--- src/rtl/div_32bit_seq.sv ---
// div_32bit_seq: signed 32-bit restoring divider, one quotient bit per clock.
// Magnitudes are divided, then quotient and remainder are sign-corrected.
// Quotient -> Rz_lo, remainder -> Rz_hi (truncating division).
// Optional macro DIV_BY_ZERO_FLAG_EN: adds the dbz port and a one-cycle
// short path for Rb == 0 (Rz_lo = 0, Rz_hi = Ra).
module div_32bit_seq (
  input  logic        clock,
  input  logic        clear,
  input  logic        start,
  input  logic [31:0] Ra,
  input  logic [31:0] Rb,
  output logic        busy,
  output logic        done,
  output logic [31:0] Rz_lo,
  output logic [31:0] Rz_hi
`ifdef DIV_BY_ZERO_FLAG_EN
  ,
  output logic        dbz
`endif
);

  typedef enum logic [1:0] {IDLE, ITER, FIX} state_t;

  state_t      state_reg, state_next;
  logic [31:0] dvd_reg, dvd_next;   // dividend magnitude, becomes the quotient
  logic [31:0] dvs_reg, dvs_next;   // divisor magnitude
  logic [31:0] rem_reg, rem_next;   // partial remainder (always < divisor)
  logic [4:0]  cnt_reg, cnt_next;
  logic        sign_q_reg, sign_q_next;
  logic        sign_r_reg, sign_r_next;
  logic [31:0] lo_next, hi_next;
  logic        done_next;
  logic [32:0] rem_sh;              // shifted remainder, compared at 33 bits
`ifdef DIV_BY_ZERO_FLAG_EN
  logic        zero_reg, zero_next;
  logic        dbz_next;
`endif

  // Same invert-plus-one negation as the datapath negate stage.
  function automatic logic [31:0] neg32(input logic [31:0] v);
    return ~v + 32'd1;
  endfunction

  assign busy = (state_reg == ITER) || (state_reg == FIX);

  // State register; clear forces IDLE at once.
  always_ff @(posedge clock or negedge clear) begin
    if (!clear) state_reg <= IDLE;
    else        state_reg <= state_next;
  end

  // Next-state logic, datapath step and result formation.
  always_comb begin
    state_next  = state_reg;
    dvd_next    = dvd_reg;
    dvs_next    = dvs_reg;
    rem_next    = rem_reg;
    cnt_next    = cnt_reg;
    sign_q_next = sign_q_reg;
    sign_r_next = sign_r_reg;
    lo_next     = Rz_lo;
    hi_next     = Rz_hi;
    done_next   = 1'b0;
    rem_sh      = {rem_reg, dvd_reg[31]};
`ifdef DIV_BY_ZERO_FLAG_EN
    zero_next   = zero_reg;
    dbz_next    = 1'b0;
`endif
    case (state_reg)
      IDLE: begin
        if (start) begin
          dvd_next    = Ra[31] ? neg32(Ra) : Ra;
          dvs_next    = Rb[31] ? neg32(Rb) : Rb;
          sign_q_next = Ra[31] ^ Rb[31];
          sign_r_next = Ra[31];
          rem_next    = 32'd0;
          cnt_next    = 5'd0;
          state_next  = ITER;
`ifdef DIV_BY_ZERO_FLAG_EN
          zero_next   = (Rb == 32'd0);
          if (Rb == 32'd0) state_next = FIX;
`endif
        end
      end
      ITER: begin
        // Restoring step: the difference fits in 32 bits whenever it is taken.
        if (rem_sh >= {1'b0, dvs_reg}) begin
          rem_next = rem_sh[31:0] - dvs_reg;
          dvd_next = {dvd_reg[30:0], 1'b1};
        end else begin
          rem_next = rem_sh[31:0];
          dvd_next = {dvd_reg[30:0], 1'b0};
        end
        cnt_next = cnt_reg + 5'd1;
        if (cnt_reg == 5'd31) state_next = FIX;
      end
      FIX: begin
        done_next  = 1'b1;
        lo_next    = sign_q_reg ? neg32(dvd_reg) : dvd_reg;
        hi_next    = sign_r_reg ? neg32(rem_reg) : rem_reg;
        state_next = IDLE;
`ifdef DIV_BY_ZERO_FLAG_EN
        // dvd_reg still holds |Ra| because the iterations were skipped.
        if (zero_reg) begin
          dbz_next = 1'b1;
          lo_next  = 32'd0;
          hi_next  = sign_r_reg ? neg32(dvd_reg) : dvd_reg;
        end
`endif
      end
      default: state_next = IDLE;
    endcase
  end

  // Datapath and output registers; all cleared by the asynchronous reset.
  always_ff @(posedge clock or negedge clear) begin
    if (!clear) begin
      dvd_reg    <= 32'd0;
      dvs_reg    <= 32'd0;
      rem_reg    <= 32'd0;
      cnt_reg    <= 5'd0;
      sign_q_reg <= 1'b0;
      sign_r_reg <= 1'b0;
      Rz_lo      <= 32'd0;
      Rz_hi      <= 32'd0;
      done       <= 1'b0;
`ifdef DIV_BY_ZERO_FLAG_EN
      zero_reg   <= 1'b0;
      dbz        <= 1'b0;
`endif
    end else begin
      dvd_reg    <= dvd_next;
      dvs_reg    <= dvs_next;
      rem_reg    <= rem_next;
      cnt_reg    <= cnt_next;
      sign_q_reg <= sign_q_next;
      sign_r_reg <= sign_r_next;
      Rz_lo      <= lo_next;
      Rz_hi      <= hi_next;
      done       <= done_next;
`ifdef DIV_BY_ZERO_FLAG_EN
      zero_reg   <= zero_next;
      dbz        <= dbz_next;
`endif
    end
  end

endmodule

--- config.mk ---
export PLATFORM = sky130hd
export DESIGN_NAME = div_32bit_seq
export DESIGN_NICKNAME = d
export VERILOG_FILES = /design/src/rtl/div_32bit_seq.sv
export SDC_FILE = /design/constraint.sdc
export NUM_CORES = 1
export LEC_CHECK = 0
export CAP_MARGIN = 25
export CORE_AREA = 2 2 225 227
export DETAILED_ROUTE_END_ITERATION = 7
export DIE_AREA = 0 0 227 229
export PLACE_DENSITY = 0.45
export SLEW_MARGIN = 20
export SYNTH_ARGS = -nofsm -noshare
export SYNTH_HDL_FRONTEND = slang
export SYNTH_SLANG_ARGS = --single-unit
export TNS_END_PERCENT = 50
--- constraint.sdc ---
create_clock -name clock -period 2.9 [get_ports clock]
set_clock_uncertainty 0.15 [all_clocks]
set_input_delay 0.435 -clock clock [delete_from_list [all_inputs] [get_ports clock]]
set_output_delay 0.435 -clock clock [all_outputs]
set_load 0.02 [all_outputs]
# After elaboration in Yosys (flattened, before gate mapping)

Index checks and enable logic that the tools add are counted.

Add/sub/neg operators: 6
Magnitude comparators: 1
Equality and inequality tests: 5
Multiplexer cells: 16
Bitwise gates (word level): 5
Reduce and logical (&&, ||, !) cells: 6

Operators by type and width:

| cell                                                                     | count |
|---|---|
| 32-bit two-way mux                                                       | 7 |
| 32-bit by 1-bit adder with 32-bit output (second input constant)         | 4 |
| 32-bit NOT                                                               | 4 |
| 32-bit case mux with 2 select lines                                      | 2 |
| 33-bit by 32-bit greater-or-equal comparator with 1-bit output           | 1 |
| 32-bit subtractor                                                        | 1 |
| 5-bit case mux with 2 select lines                                       | 1 |
| 2-bit AND reduction                                                      | 3 |
| 5-bit by 1-bit adder with 5-bit output (second input constant)           | 1 |
| 5-bit == test (second input constant)                                    | 1 |
| 5-bit two-way mux                                                        | 1 |
| 2-bit two-way mux                                                        | 2 |
| 2-bit case mux with 2 select lines                                       | 1 |
| 2-bit by 1-bit == test with 1-bit output (second input constant)         | 1 |
| 2-bit == test (second input constant)                                    | 1 |
| 2-bit zero test                                                          | 1 |
| 1-bit two-way mux                                                        | 2 |
| 2-bit by 1-bit inequality test with 1-bit output (second input constant) | 1 |
| 2-bit inequality test (second input constant)                            | 1 |
| 2-bit nonzero test                                                       | 1 |
| 1-bit logical OR                                                         | 1 |
| 1-bit bitwise XOR                                                        | 1 |

Register bits: 170
Bits of input ports: 67
Output and inout bits: 66
Logic and storage cells: 49

# Depth between registers and ports, before layout

Depth after elaboration: 5
Depth in mapped cells: 13
Gate-level depth less buffers: 12

# Worst setup path after synthesis

OpenSTA, ideal clock, no wires.

Path kind: flip-flop to flip-flop
Start: reg rem_reg[0]
End: reg rem_reg[14]
Library setup time: 0.132 ns
Data arrival time: 2.854 ns
Data required time: 2.618 ns
Setup slack: -0.236 ns
Cell stages (with the launch flop): 12
Buffers on the path: 2
Period minus slack after synthesis: 3.136 ns
Cells stage by stage: dfrtp_1 -> ha_1 -> nor2b_1 -> o31a_1 -> o21a_1 -> a21o_1 -> a2111oi_4 -> or2_1 -> buf_2 -> buf_4 -> mux2i_1 -> o21ai_1

Cells in the longest elaborated chain, start to end: 3
Elaborated cells between the ends (all ways): 4
Classes of those cells: 1 x add/sub; 1 x order compare; 2 x mux

Ends and longest elaborated chain:

| element                                                                                                    | RTL line | text |
|---|---|---|
| start, declared                                                                                            | 27       | `logic [31:0] rem_reg, rem_next;` |
| start signal, assigned                                                                                     | 134      | `rem_reg <= rem_next;` |
| 32-bit subtractor / 33-bit by 32-bit greater-or-equal comparator with 1-bit output (equally long branches) | 88, 87   |  |
| 32-bit two-way mux *                                                                                       | 87       | `if (rem_sh >= {1'b0, dvs_reg}) begin` |
| 32-bit case mux with 2 select lines *                                                                      | 69       | `case (state_reg)` |

Mark *: on every way between the ends. The rest lies on a longest branch, timed or not.
A chain may end at the register's enable or synchronous reset.

# Worst setup path in the final report

Start: reg dvd_reg[31]
End: reg rem_reg[20]

Cells in the longest elaborated chain, start to end: 3
Elaborated cells between the ends (all ways): 4
Classes of those cells: 1 x add/sub; 1 x order compare; 2 x mux

Ends and longest elaborated chain:

| element                                                                                                    | RTL line | text |
|---|---|---|
| start, declared                                                                                            | 25       | `logic [31:0] dvd_reg, dvd_next;` |
| start signal, assigned                                                                                     | 132      | `dvd_reg <= dvd_next;` |
| 32-bit subtractor / 33-bit by 32-bit greater-or-equal comparator with 1-bit output (equally long branches) | 88, 87   |  |
| 32-bit two-way mux *                                                                                       | 87       |  |
| 32-bit case mux with 2 select lines *                                                                      | 69       |  |

Marked as above.

==> flow_summary.json <==
{
  "hold_depth": 3,
  "port_buffers": 132,
  "setup_viol": 6,
  "vias_per_cell": 4.49,
  "rows": 82,
  "synth-main-ff-cell": "dfrtp_1",
  "worst_pin_slew_ps": 853,
  "drt-initial-drc-count": 599,
  "vias": 10400,
  "fp.dieW_microns": 227,
  "min-delay-start": "Rb[1]",
  "p_per_area_nw_per_um2": 806,
  "start_util_pct": 22.7,
  "outcome": "complete, but fails checks",
  "grt_pass1_vias": 10100,
  "ys_types": 65,
  "peakVddDrop_v": 0.000404,
  "synth_top_area_share_pct": 37.8,
  "cts_tree": "yes",
  "reg2reg_depth": 14,
  "power.static_leakage_nw": 7.16,
  "root_buffer": "clkbuf_16",
  "min_path_type": "in2reg",
  "critPathCaptureType": "flip-flop",
  "rsz0062_at_grt": "yes",
  "synth_area_leader_cell": "dfrtp_1",
  "die_area_sq_um": 52000,
  "violations": "negative setup slack",
  "clk_latency_ps": 450,
  "dr.pass1.iters": 5,
  "fill_cells": 5262,
  "synth.avg_cell_area_sq_um": 8.45,
  "gp_congestion": 0.853,
  "clk_path_buf_depth": 2,
  "avgRoutedWirePerCell_microns": 15.7,
  "post-route-period-util_pct": 104,
  "ios": 133,
  "worst_slack_ps": -103,
  "core_sq_um": 49700,
  "crit_path_max_fanout": 3,
  "grt_overflow_total": 0,
  "worstHoldEndpoint": "dvs_reg[1]$_DFFE_PN0P_",
  "hpwl_microns": 28400,
  "ys_seq_elements": 170,
  "seqCellArea_sq_um": 4270,
  "multi_input_area_sq_um": 7020,
  "cts.sinks": 170,
  "grt_pass1_wl_microns": 57900,
  "cts_buffers": 17,
  "ys_warn_count": 0,
  "cts-htree-levels": 4,
  "timing.fmax_mhz": 333,
  "grt_max_degree": 78,
  "cp.required_ps": 3080,
  "synthCells": 1331,
  "r2r-end": "rem_reg[20]$_DFFE_PN0P_",
  "arrival_ps": 3180,
  "yosys-top-cells-area": "dfrtp_1 38%, xor2_1 8.4%, a21oi_1 5.7%",
  "route.detailed.drc": 0,
  "wirelength_microns": 36500,
  "seq_area_frac_synth_pct": 37.8,
  "synth_edf_count": 0,
  "fin_util_pct": 32.4,
  "die_h_microns": 229,
  "final_cells": 2324,
  "max_slew_margin_pct": 43.2,
  "area_growth_pct": 43.1,
  "layout-drive-gt1-share_pct": 22.4,
  "start_kind": "flip-flop",
  "antenna_found_initial": 2,
  "maxSlewViolCount": 0,
  "synthesis.area_sq_um": 11300,
  "grt_usage_pct": 14.2,
  "ant_nets": 0,
  "cts.clk_slew.worst_paths_ps": 70,
  "placed_cells": 2270,
  "reg2reg_slack_ps": -100,
  "async_flop_share_pct": 100,
  "final_net_count": 1746,
  "critical_path_class": "reg2reg",
  "cap_violations": 0,
  "finalCriticalPeriod_ps": 3000,
  "syn_nets": 1440,
  "hold_viol": 0,
  "r2r-start": "dvd_reg[31]$_DFFE_PN0P_"
}
-- where the power goes --
group | leakage (nW) | switching [W] | internal [W]
sequential | 2.25 | 0.000573 | 0.00289
clock | 0.263 | 0.00105 | 0.00113
combinational | 4.65 | 0.00396 | 0.00337
total | 7.16 | 0.00558 | 0.00739
-- critical path, cell delays in order (launching register included) --
cell	delay, ps
dfrtp_1	390
inv_2	110
ha_4	140
inv_2	40
fa_2	370
a21oi_2	180
o211ai_1	190
a2111oi_2	400
buf_4	190
buf_6	90
nor3_2	30
nor2_1	190
o21bai_1	110
xnor2_1	200
o21ai_1	100
-- synth_stat cells, types with 3 or more instances --
cell and n:
a211o_1 3, a211oi_1 6, a21o_1 13, a21oi_1 129, a22o_1 5, a31oi_1 6, a32oi_1 9, and3_1 3
buf_1 12, buf_2 3, clkbuf_1 58, dfrtp_1 170, ha_1 41, inv_1 52, mux2_2 8, mux2i_1 27
nand2_1 154, nand3_1 11, nand3b_1 5, nand4_1 12, nand4b_1 5, nor2_1 120, nor2b_1 12, nor3_1 24
nor4_1 8, o211ai_1 4, o21a_1 8, o21ai_0 112, o21ai_1 31, o21bai_1 7, o31ai_1 36, o41ai_1 13
o41ai_2 3, or2_1 3, or2_2 4, or3_1 19, or4_1 20, xnor2_1 35, xor2_1 108
-- placed cells by master (no fill, tap or decap), types with 15 or more instances in the layout --
master / synthesis / final
ha_4: 0 / 15
nor2_1: 120 / 120
o21ai_0: 112 / 98
xor2_1: 108 / 106
dfrtp_1: 170 / 160
mux2i_1: 27 / 24
ha_1: 41 / 24
a21oi_1: 129 / 125
nand2_1: 154 / 153
clkbuf_16: 0 / 18
o21ai_1: 31 / 40
buf_4: 2 / 213
xnor2_1: 35 / 34
inv_1: 52 / 46
nor3_1: 24 / 21
clkdlybuf4s50_1: 0 / 127
or4_1: 20 / 18
o31ai_1: 36 / 29
-- logic make-up (layout without fill, tap and decap cells) --
logic type	count (synthesis)	in the layout	synth area share, %
compound gates	398	398	21.3
xor+xnor	143	143	11.1
fa+ha+maj	42	42	4.74
buf+inv	128	447	4.37
flops	170	170	37.8
mux	35	35	3.20
other cells	0	2	0
simple gates	415	415	17.5
-- metal layers --
layer  up-vias  wire length [microns]  GRT usage, %
met2       157                  15500          20.3
met5         -                      0             0
met3        15                   1280          2.51
met1      4930                  19400          21.8
met4         0                    333          3.57
li1       5328                      -             -
-- what timing repair did --
| action | in CTS | in global routing |
|---|---|---|
| hold buffers | 1 | 0 |
| endpoints found under the hold margin | 71 | 0 |
| setup endpoints to repair | 57 | 56 |
| buffers inserted | 5 | 11 |
| cloned | 2 | 1 |
| resized for setup | 46 | 60 |
| pin swaps | 25 | 37 |
-- cell type report --
cell class	count	area share [%]
sequential	170	26.5
clock inverter	11	0.544
timing repair buffer	362	20.0
clock buffer	21	2.80
inverter	53	1.33
multi-input combinational	1033	43.6
antenna	2	0.0311
tap	672	5.22
-- stage by stage --
step / hold WS (ps) / setup TNS, ps / power [W] / worst slack, ps / area (sq um)
after floorplan: -10.6 / -1310 / 0.00748 / -184 / 11400
after global placement: 314 / -19040 / 0.0101 / -888 / 14900
after detailed placement: 322 / -19780 / 0.0101 / -891 / 14900
after CTS: 242 / -286 / 0.0127 / -116 / 15700
after global routing: 265 / -2220 / 0.0141 / -230 / 16100
final: 247 / -280 / 0.0130 / -103 / 16100
-- how the worst max path moves through the flow --
| stage | startpoint | end | slack, ps | depth (start not counted) |
|---|---|---|---|---|
| after CTS | dvd_reg[31]$_DFFE_PN0P_ | rem_reg[20]$_DFFE_PN0P_ | -120 | 14 |
| final | dvd_reg[31]$_DFFE_PN0P_ | rem_reg[20]$_DFFE_PN0P_ | -100 | 14 |
| after global placement | Rb[0] | dvs_reg[26]$_DFFE_PN0P_ | -890 | 11 |
| after floorplan | Rb[0] | dvs_reg[28]$_DFFE_PN0P_ | -180 | 11 |
| after detailed placement | Rb[0] | dvs_reg[26]$_DFFE_PN0P_ | -890 | 11 |
| after global routing | dvs_reg[0]$_DFFE_PN0P_ | rem_reg[28]$_DFFE_PN0P_ | -230 | 13 |
(Power assumes the default switching activity.)
